==> src/rtl/div_unit.sv <==
// Purpose : multi-cycle restoring integer divider for DIV/DIVU in EX, one quotient bit per clock.
// Latency : ready_o rises 32 cycles after start_i is accepted (1 cycle for a zero divisor).
// Backpr. : EX holds start_i until it sees ready_o; result_o stays valid until start_i drops.
//
// Ports:
//   clk, rst      clock, synchronous active-high reset
//   signed_div_i  1 = signed (DIV), 0 = unsigned (DIVU)
//   opdata1_i     dividend, opdata2_i divisor (sampled only when a request is accepted)
//   start_i       request, held until ready_o
//   annul_i       cancel an in-flight division (pipeline flush)
//   result_o      {remainder, quotient}
//   ready_o       result_o valid
//
// Build option: define DIV_SIGNED_EN to honour signed_div_i (magnitude conversion and
// sign correction). Without it every operation is unsigned.
module div_unit #(
  parameter int DATA_W = 32
) (
  input  logic                  clk,
  input  logic                  rst,
  input  logic                  signed_div_i,
  input  logic [DATA_W-1:0]     opdata1_i,
  input  logic [DATA_W-1:0]     opdata2_i,
  input  logic                  start_i,
  input  logic                  annul_i,
  output logic [2*DATA_W-1:0]   result_o,
  output logic                  ready_o
);

  typedef enum logic [1:0] {
    FREE   = 2'd0,
    BYZERO = 2'd1,
    ON     = 2'd2,
    END    = 2'd3
  } state_t;

  localparam logic [5:0] LAST_CNT = 6'(DATA_W - 1);

  state_t              state;
  logic [5:0]          cnt;
  // Upper DATA_W+1 bits: partial remainder. Lower DATA_W bits: dividend bits
  // still to be consumed, progressively replaced by quotient bits.
  logic [2*DATA_W:0]   work;
  logic [DATA_W-1:0]   divisor_r;

  logic [DATA_W-1:0]   dividend_mag;
  logic [DATA_W-1:0]   divisor_mag;
  logic [2*DATA_W:0]   shifted;
  logic [DATA_W:0]     trial;
  logic [2*DATA_W:0]   work_next;
  logic [DATA_W-1:0]   quot_raw;
  logic [DATA_W-1:0]   rem_raw;
  logic [DATA_W-1:0]   quot_fix;
  logic [DATA_W-1:0]   rem_fix;

  // The remainder is always below the divisor, so the top bit of the working
  // register is zero whenever it is stored; the shift simply discards it.
  logic unused_work_top;
  assign unused_work_top = work[2*DATA_W];

  // One restoring step. The partial remainder before the subtract is below
  // 2*divisor, so a non-negative difference fits in DATA_W bits and bit DATA_W
  // of the trial result is a reliable borrow flag.
  always_comb begin
    shifted   = {work[2*DATA_W-1:0], 1'b0};
    trial     = shifted[2*DATA_W:DATA_W] - {1'b0, divisor_r};
    work_next = shifted;
    if (!trial[DATA_W]) begin
      work_next = {trial, shifted[DATA_W-1:1], 1'b1};
    end
  end

  assign quot_raw = work_next[DATA_W-1:0];
  assign rem_raw  = work_next[2*DATA_W-1:DATA_W];

`ifdef DIV_SIGNED_EN
  logic dividend_neg;
  logic divisor_neg;
  logic dividend_neg_r;
  logic quot_neg_r;

  assign dividend_neg = signed_div_i & opdata1_i[DATA_W-1];
  assign divisor_neg  = signed_div_i & opdata2_i[DATA_W-1];
  assign dividend_mag = dividend_neg ? (DATA_W'(0) - opdata1_i) : opdata1_i;
  assign divisor_mag  = divisor_neg  ? (DATA_W'(0) - opdata2_i) : opdata2_i;
  // Remainder takes the dividend's sign; the most negative dividend over -1
  // wraps back to itself, which is the architected result.
  assign quot_fix     = quot_neg_r     ? (DATA_W'(0) - quot_raw) : quot_raw;
  assign rem_fix      = dividend_neg_r ? (DATA_W'(0) - rem_raw)  : rem_raw;
`else
  logic unused_signed;
  assign unused_signed = signed_div_i;
  assign dividend_mag  = opdata1_i;
  assign divisor_mag   = opdata2_i;
  assign quot_fix      = quot_raw;
  assign rem_fix       = rem_raw;
`endif

  always_ff @(posedge clk) begin
    if (rst) begin
      state     <= FREE;
      cnt       <= '0;
      work      <= '0;
      divisor_r <= '0;
      result_o  <= '0;
      ready_o   <= 1'b0;
`ifdef DIV_SIGNED_EN
      dividend_neg_r <= 1'b0;
      quot_neg_r     <= 1'b0;
`endif
    end else begin
      case (state)
        FREE: begin
          ready_o  <= 1'b0;
          result_o <= '0;
          if (start_i && !annul_i) begin
            if (opdata2_i == '0) begin
              state <= BYZERO;
            end else begin
              state     <= ON;
              cnt       <= '0;
              work      <= {{(DATA_W+1){1'b0}}, dividend_mag};
              divisor_r <= divisor_mag;
`ifdef DIV_SIGNED_EN
              dividend_neg_r <= dividend_neg;
              quot_neg_r     <= dividend_neg ^ divisor_neg;
`endif
            end
          end
        end

        BYZERO: begin
          state    <= END;
          result_o <= '0;
          ready_o  <= 1'b1;
        end

        ON: begin
          if (annul_i) begin
            state   <= FREE;
            ready_o <= 1'b0;
          end else begin
            work <= work_next;
            cnt  <= cnt + 6'd1;
            if (cnt == LAST_CNT) begin
              state    <= END;
              result_o <= {rem_fix, quot_fix};
              ready_o  <= 1'b1;
            end
          end
        end

        END: begin
          // Annul is ignored here: the result is complete and EX owns the handshake.
          if (!start_i) begin
            state    <= FREE;
            ready_o  <= 1'b0;
            result_o <= '0;
          end
        end

        default: state <= FREE;
      endcase
    end
  end

endmodule

==> config.mk <==
export PLATFORM = sky130hd
export DESIGN_NAME = div_unit
export DESIGN_NICKNAME = d
export VERILOG_FILES = /design/src/rtl/div_unit.sv
export SDC_FILE = /design/constraint.sdc
export NUM_CORES = 1
export LEC_CHECK = 0
export ABC_AREA = 1
export BUFFER_PORTS_ARGS = -buffer_cell sky130_fd_sc_hd__buf_2
export CORE_MARGIN = 2
export CORE_UTILIZATION = 53
export DETAILED_ROUTE_END_ITERATION = 7
export PLACE_DENSITY = 0.77
export SYNTH_ARGS = -nofsm -noshare
export SYNTH_HDL_FRONTEND = slang
export SYNTH_SLANG_ARGS = --single-unit
==> constraint.sdc <==
create_clock -name clk -period 2.1 [get_ports clk]
set_input_delay 0.21 -clock clk [delete_from_list [all_inputs] [get_ports clk]]
set_output_delay 0.21 -clock clk [all_outputs]
set_load 0.1 [all_outputs]
==> results of run 1 <==
-- sequential cells by signal, summed over array words and instances, names as in the netlist --
name and cells:
work 64, ready_o 1, cnt 6, result_o 64
divisor_r 32, state 2
-- cell families after synthesis --
logic type / Yosys count
AOI/OAI and AO/OA: 294
xor gates and xnor gates: 11
adders and majority gates: 38
buffers and inverters: 323
DFF: 169
and+or+nand+nor: 762
-- final timing paths --
path                start      endpoint  slack (ns)  cells past startpoint
max          divisor_r[3]  result_o[47]       -0.27                     15
min          opdata2_i[8]  divisor_r[8]        0.05                      3
max reg2reg  divisor_r[3]  result_o[47]       -0.27                     15
min reg2reg      work[28]      work[28]        0.46                      2
-- critical path, cell delays in order (launching register included) --
cell and delay (ns):
dfxtp_1 0.31, inv_1 0.06, ha_1 0.36, nor2_1 0.24, inv_1 0.12, nand3_2 0.10, nand2_4 0.07, nand2_4 0.07
nand2_4 0.07, nand2_8 0.11, nand3_4 0.16, buf_12 0.19, nand2_8 0.14, nand2_4 0.06, nand3_2 0.09, a21oi_1 0.08
-- cell usage after synthesis (all sizes together) --
library cell,instances
nand3b,1
and3,4
nand2,550
nor2,63
or2,1
nand3,85
ha,37
a21o,2
o21ai,100
dfxtp,169
xnor2,5
inv,247
and2,1
nor4,6
o21bai,1
nor3,4
xor2,6
fa,1
a211oi,1
a21oi,190
buf,22
clkinv,1
nand4,47
clkbuf,53
-- cell type report --
| class | count | share of cell area (%) |
|---|---|---|
| clock buffers | 17 | 3.10 |
| clock inverters | 15 | 1.45 |
| inverters | 248 | 6.80 |
| multi-input cells | 1108 | 46.9 |
| flip-flops and latches | 169 | 24.7 |
| well taps | 260 | 2.37 |
| repair buffers | 282 | 14.7 |
-- repair_timing --
| item | CTS | global route |
|---|---|---|
| cloned | 0 | 3 |
| pin swaps | 17 | 36 |
| buffers inserted | 3 | 8 |
| resized for setup | 42 | 130 |
| endpoints found under the setup margin | 66 | 68 |
| hold buffers | 0 | 0 |
-- metrics by stage --
stage | std cells | hold slack [ns] | setup slack, ns | instance area [sq um] | TNS (ns)
floorplan | 1597 | 0.367 | -0.0104 | 10300 | -0.0104
global placement | 2053 | 0.448 | -0.114 | 12100 | -8.35
detailed placement | 2053 | 0.453 | -0.170 | 12100 | -12.62
CTS | 2088 | 0.0572 | -0.120 | 13000 | -4.40
global route | 2099 | 0.0815 | -0.369 | 13700 | -19.79
finish | 2099 | 0.0532 | -0.267 | 13700 | -12.61
-- per-layer routing --
layer | vias up | global-route usage, % | share of wire [%]
met2 | 562 | 52.8 | 48
met3 | 122 | 5.06 | 8.4
met5 | - | 0 | 0
met1 | 5281 | 38.9 | 40
met4 | 0 | 11.0 | 3.8
li1 | 5528 | - | -
==> impl_metrics.json, run 1 <==
{
  "fmax_mhz": 422,
  "grt_max_degree": 89,
  "synthesis.instances": 1597,
  "drc": 0,
  "cts.htree.levels": 4,
  "clk_latency_ns": 0.45,
  "tightest_slew_ns": 0.578,
  "wire_per_inst_um": 16.4,
  "drt_wl_total_mm": 34.5,
  "die_area_sq_um": 20400,
  "yosysWarnings": 0,
  "min_period_ns": 2.37,
  "violations": "setup timing",
  "relSlewSlack_pct": 61.5,
  "post-dp-hpwl_mm": 22.3,
  "grt_pass1_wl_mm": 50.3,
  "mostFrequentLayoutCell": "nand2_1",
  "ys_types": 39,
  "clock_skew_ns": 0.0247,
  "diodes": 0,
  "status": "finished with violations",
  "synth_area_leaders": "dfxtp_1 (33%), nand2_1 (19%), a21oi_1 (9.1%)",
  "antenna_found_initial": 0,
  "cts_tree": "done",
  "fin_ws_ns": -0.267,
  "final_nets": 1933,
  "synth_fa_ha_area_share_pct": 4.72,
  "layout-drive-gt1-share_pct": 29.4,
  "cts_made_buffers": 17,
  "synth_top_family_by_area": "simple AND/OR/NAND/NOR gates",
  "synth-xor-area-share_pct": 0.942,
  "multiInputGateArea_sq_um": 6430,
  "numPortBuffers": 132,
  "vias": 11500,
  "synth_fp_nets": 1704,
  "ys_ff_latch": 169,
  "synthSimpleGateAreaFrac_pct": 34.0,
  "synth_top_cell_by_area": "dfxtp_1",
  "synth-compound-area-share_pct": 14.8,
  "path_class": "reg2reg",
  "grt_use_total_pct": 30.7,
  "postLayoutCoreUtil_pct": 72.8,
  "yosysSeqAreaShare_pct": 33.1,
  "final_cell_mix": "nand2_1 (483), inv_1 (234), dfxtp_1 (165)",
  "path_max_fanout": 8,
  "synthMuxAreaShare_pct": 0,
  "slew_violations": 0,
  "boundaryPins": 134,
  "rows": 50,
  "rsz0062_at_grt": "yes",
  "hold_path_class": "in2reg",
  "timing.max_cap.violations": 0,
  "initial_utilization_pct": 54.3,
  "start_kind": "register",
  "drtIter0Drc": 991,
  "cp.arrival_ns": 2.68,
  "syn_to_final_growth_pct": 34.0,
  "clk_pin_slew_ns": 0.09,
  "ant_nets": 0,
  "gp_congestion": 0.958,
  "report.final.setup_viol": 66,
  "vias_per_cell": 5.48,
  "die_w_um": 143,
  "cts_buffer_depth": 2,
  "seq_area_sq_um": 3390,
  "root_buffer": "clkbuf_16",
  "synth_area_sq_um": 10200,
  "syn_area_per_cell_sq_um": 6.41,
  "n_fill_cell": 1366,
  "die_h_um": 143,
  "required_ns": 2.41,
  "firstDrtPassIters": 7,
  "final_hold_viol_count": 0,
  "clkSinkCount": 169,
  "grt_pass1_vias": 10500,
  "core_sq_um": 18800,
  "synth.top_cell.area_share_pct": 33.1,
  "period_share_pct": 113,
  "grt-ovfl-total": 0,
  "end_kind": "register"
}
Power of run 1 is not shown: default switching activity piles up to over one toggle a cycle in this logic, so the estimate is an artifact.
==> run 2, diff against run 1 <==
--- a/config.mk
+++ b/config.mk
@@ -7,10 +7,12 @@
 export LEC_CHECK = 0
 export ABC_AREA = 1
 export BUFFER_PORTS_ARGS = -buffer_cell sky130_fd_sc_hd__buf_2
+export CAP_MARGIN = 40
 export CORE_MARGIN = 2
 export CORE_UTILIZATION = 53
 export DETAILED_ROUTE_END_ITERATION = 7
 export PLACE_DENSITY = 0.77
+export REMOVE_ABC_BUFFERS = 1
 export SYNTH_ARGS = -nofsm -noshare
 export SYNTH_HDL_FRONTEND = slang
 export SYNTH_SLANG_ARGS = --single-unit
==> run 2 against run 1 <==
- the run still ends with setup timing left
- first-iteration DRC count shrank 18%
- critical path depth shrank 1
- design area shrank 2.7%
- via count shrank 3.1%
==> impl_metrics.json, run 2 (synthesis results as in run 1) <==
{
  "die_w_um": 143,
  "critical_path.max_stage_delay_ns": 0.39,
  "path_class": "reg2reg",
  "grt_pass1_vias": 10200,
  "final_hold_viol_count": 0,
  "clock_skew_ns": 0.0102,
  "status": "finished with violations",
  "die_h_um": 143,
  "die_area_sq_um": 20400,
  "whs_ns": 0.0699,
  "clk_pin_slew_ns": 0.07,
  "cp_cell_sequence": "inv_1 > ha_1 > nand2_1 > nor2_1 > nand2_1 > nor2_2 > nand2_4 > nand2_4 > buf_12 > nand2_8 > clkbuf_16 > nand3_2 > nand3_2 > a21oi_1",
  "tightest_slew_ns": 0.521,
  "cts_tree": "done",
  "path_max_fanout": 4,
  "vias": 11100,
  "initial_utilization_pct": 54.3,
  "crit_family": "simple AND/OR/NAND/NOR gates",
  "grt_max_degree": 77,
  "violations": "setup timing",
  "gp_congestion": 0.960,
  "final_cell_mix": "nand2_1 (496), inv_1 (234), dfxtp_1 (167)",
  "boundaryPins": 134,
  "root_buffer": "clkbuf_16",
  "core_sq_um": 18800,
  "pre_cts_ws_ns": -0.259,
  "final_nets": 1932,
  "drt_wl_total_mm": 31.6,
  "diodes": 0,
  "multiInputGateArea_sq_um": 6040,
  "ctsHoldBuffers": 0,
  "clk_latency_ns": 0.44,
  "top_regs": "result_o x64, work x64, divisor_r x32",
  "slew_violations": 0,
  "grt-ovfl-total": 0,
  "cts.htree.levels": 4,
  "ant_nets": 0,
  "cp.arrival_ns": 2.72,
  "drtIter0Drc": 815,
  "n_fill_cell": 1503,
  "hold_path_class": "in2reg",
  "seq_area_sq_um": 3390,
  "antenna_found_initial": 0,
  "rsz0062_at_grt": "yes",
  "fmax_mhz": 425,
  "critPathBufInv": 3,
  "timing.max_cap.violations": 0,
  "rows": 50,
  "postLayoutCoreUtil_pct": 70.9,
  "relSlewSlack_pct": 65.5,
  "start_kind": "register",
  "min_period_ns": 2.36,
  "numPortBuffers": 132,
  "period_share_pct": 112,
  "cpMaxStageDelayCell": "ha_1",
  "cts_made_buffers": 17,
  "mostFrequentLayoutCell": "nand2_1",
  "required_ns": 2.47,
  "end_kind": "register",
  "firstDrtPassIters": 6,
  "drc": 0,
  "post-dp-hpwl_mm": 21.3,
  "layout-drive-gt1-share_pct": 26.2,
  "vias_per_cell": 5.31,
  "wire_per_inst_um": 15.0,
  "grt_use_total_pct": 29.5,
  "fin_ws_ns": -0.255,
  "cts_buffer_depth": 2,
  "grt_pass1_wl_mm": 48.7,
  "syn_to_final_growth_pct": 30.4,
  "clkSinkCount": 169,
  "report.final.setup_viol": 66
}
[run 2: worst reg2reg max path, delay by kind of cell (launching register included)]
family	cells	cell delay (ns)
flops	1	0.32
simple gates	9	1.05
compound gates	1	0.14
buf+inv	3	0.40
fa+ha+maj	1	0.39
[run 2: path summary, 6_finish.rpt]
check / start / end / slack (ns) / cells past startpoint
hold reg to reg: work[25] / work[25] / 0.46 / 2
hold / removal: opdata2_i[19] / divisor_r[19] / 0.07 / 3
setup / recovery: divisor_r[16] / work[54] / -0.26 / 14
setup reg to reg: divisor_r[16] / work[54] / -0.26 / 14
[run 2: per-stage QoR]
step / cell area [sq um] / TNS, ns / std cells
after floorplan: 9890 / -523.15 / 1522
after global placement: 12100 / -9.54 / 2054
after detailed placement: 12100 / -14.52 / 2054
after CTS: 13000 / -6.53 / 2094
after global routing: 13300 / -18.80 / 2098
final: 13300 / -12.06 / 2098
[run 2: layout make-up]
cell class                 count  share of cell area (%)
clock buffer                  18                    3.22
multi-input combinational   1107                    45.3
inverter                     248                    6.99
tap                          260                    2.44
sequential                   169                    25.4
timing repair buffer         282                    15.3
clock inverter                14                    1.41
[run 2: timing repair]
action / in CTS / in global routing
hold endpoints to repair: 0 / 0
gates cloned: 2 / 2
pin swaps: 6 / 14
endpoints found under the setup margin: 66 / 72
gates resized for setup: 41 / 62
setup buffers: 6 / 2
[run 2: per-layer routing]
layer	track usage [%]	wire length [um]
met1	38.1	13200
met2	49.2	14900
met3	5.06	2290
met4	11.4	1150
met5	0	0
Power of run 2 is left out for the same reason.
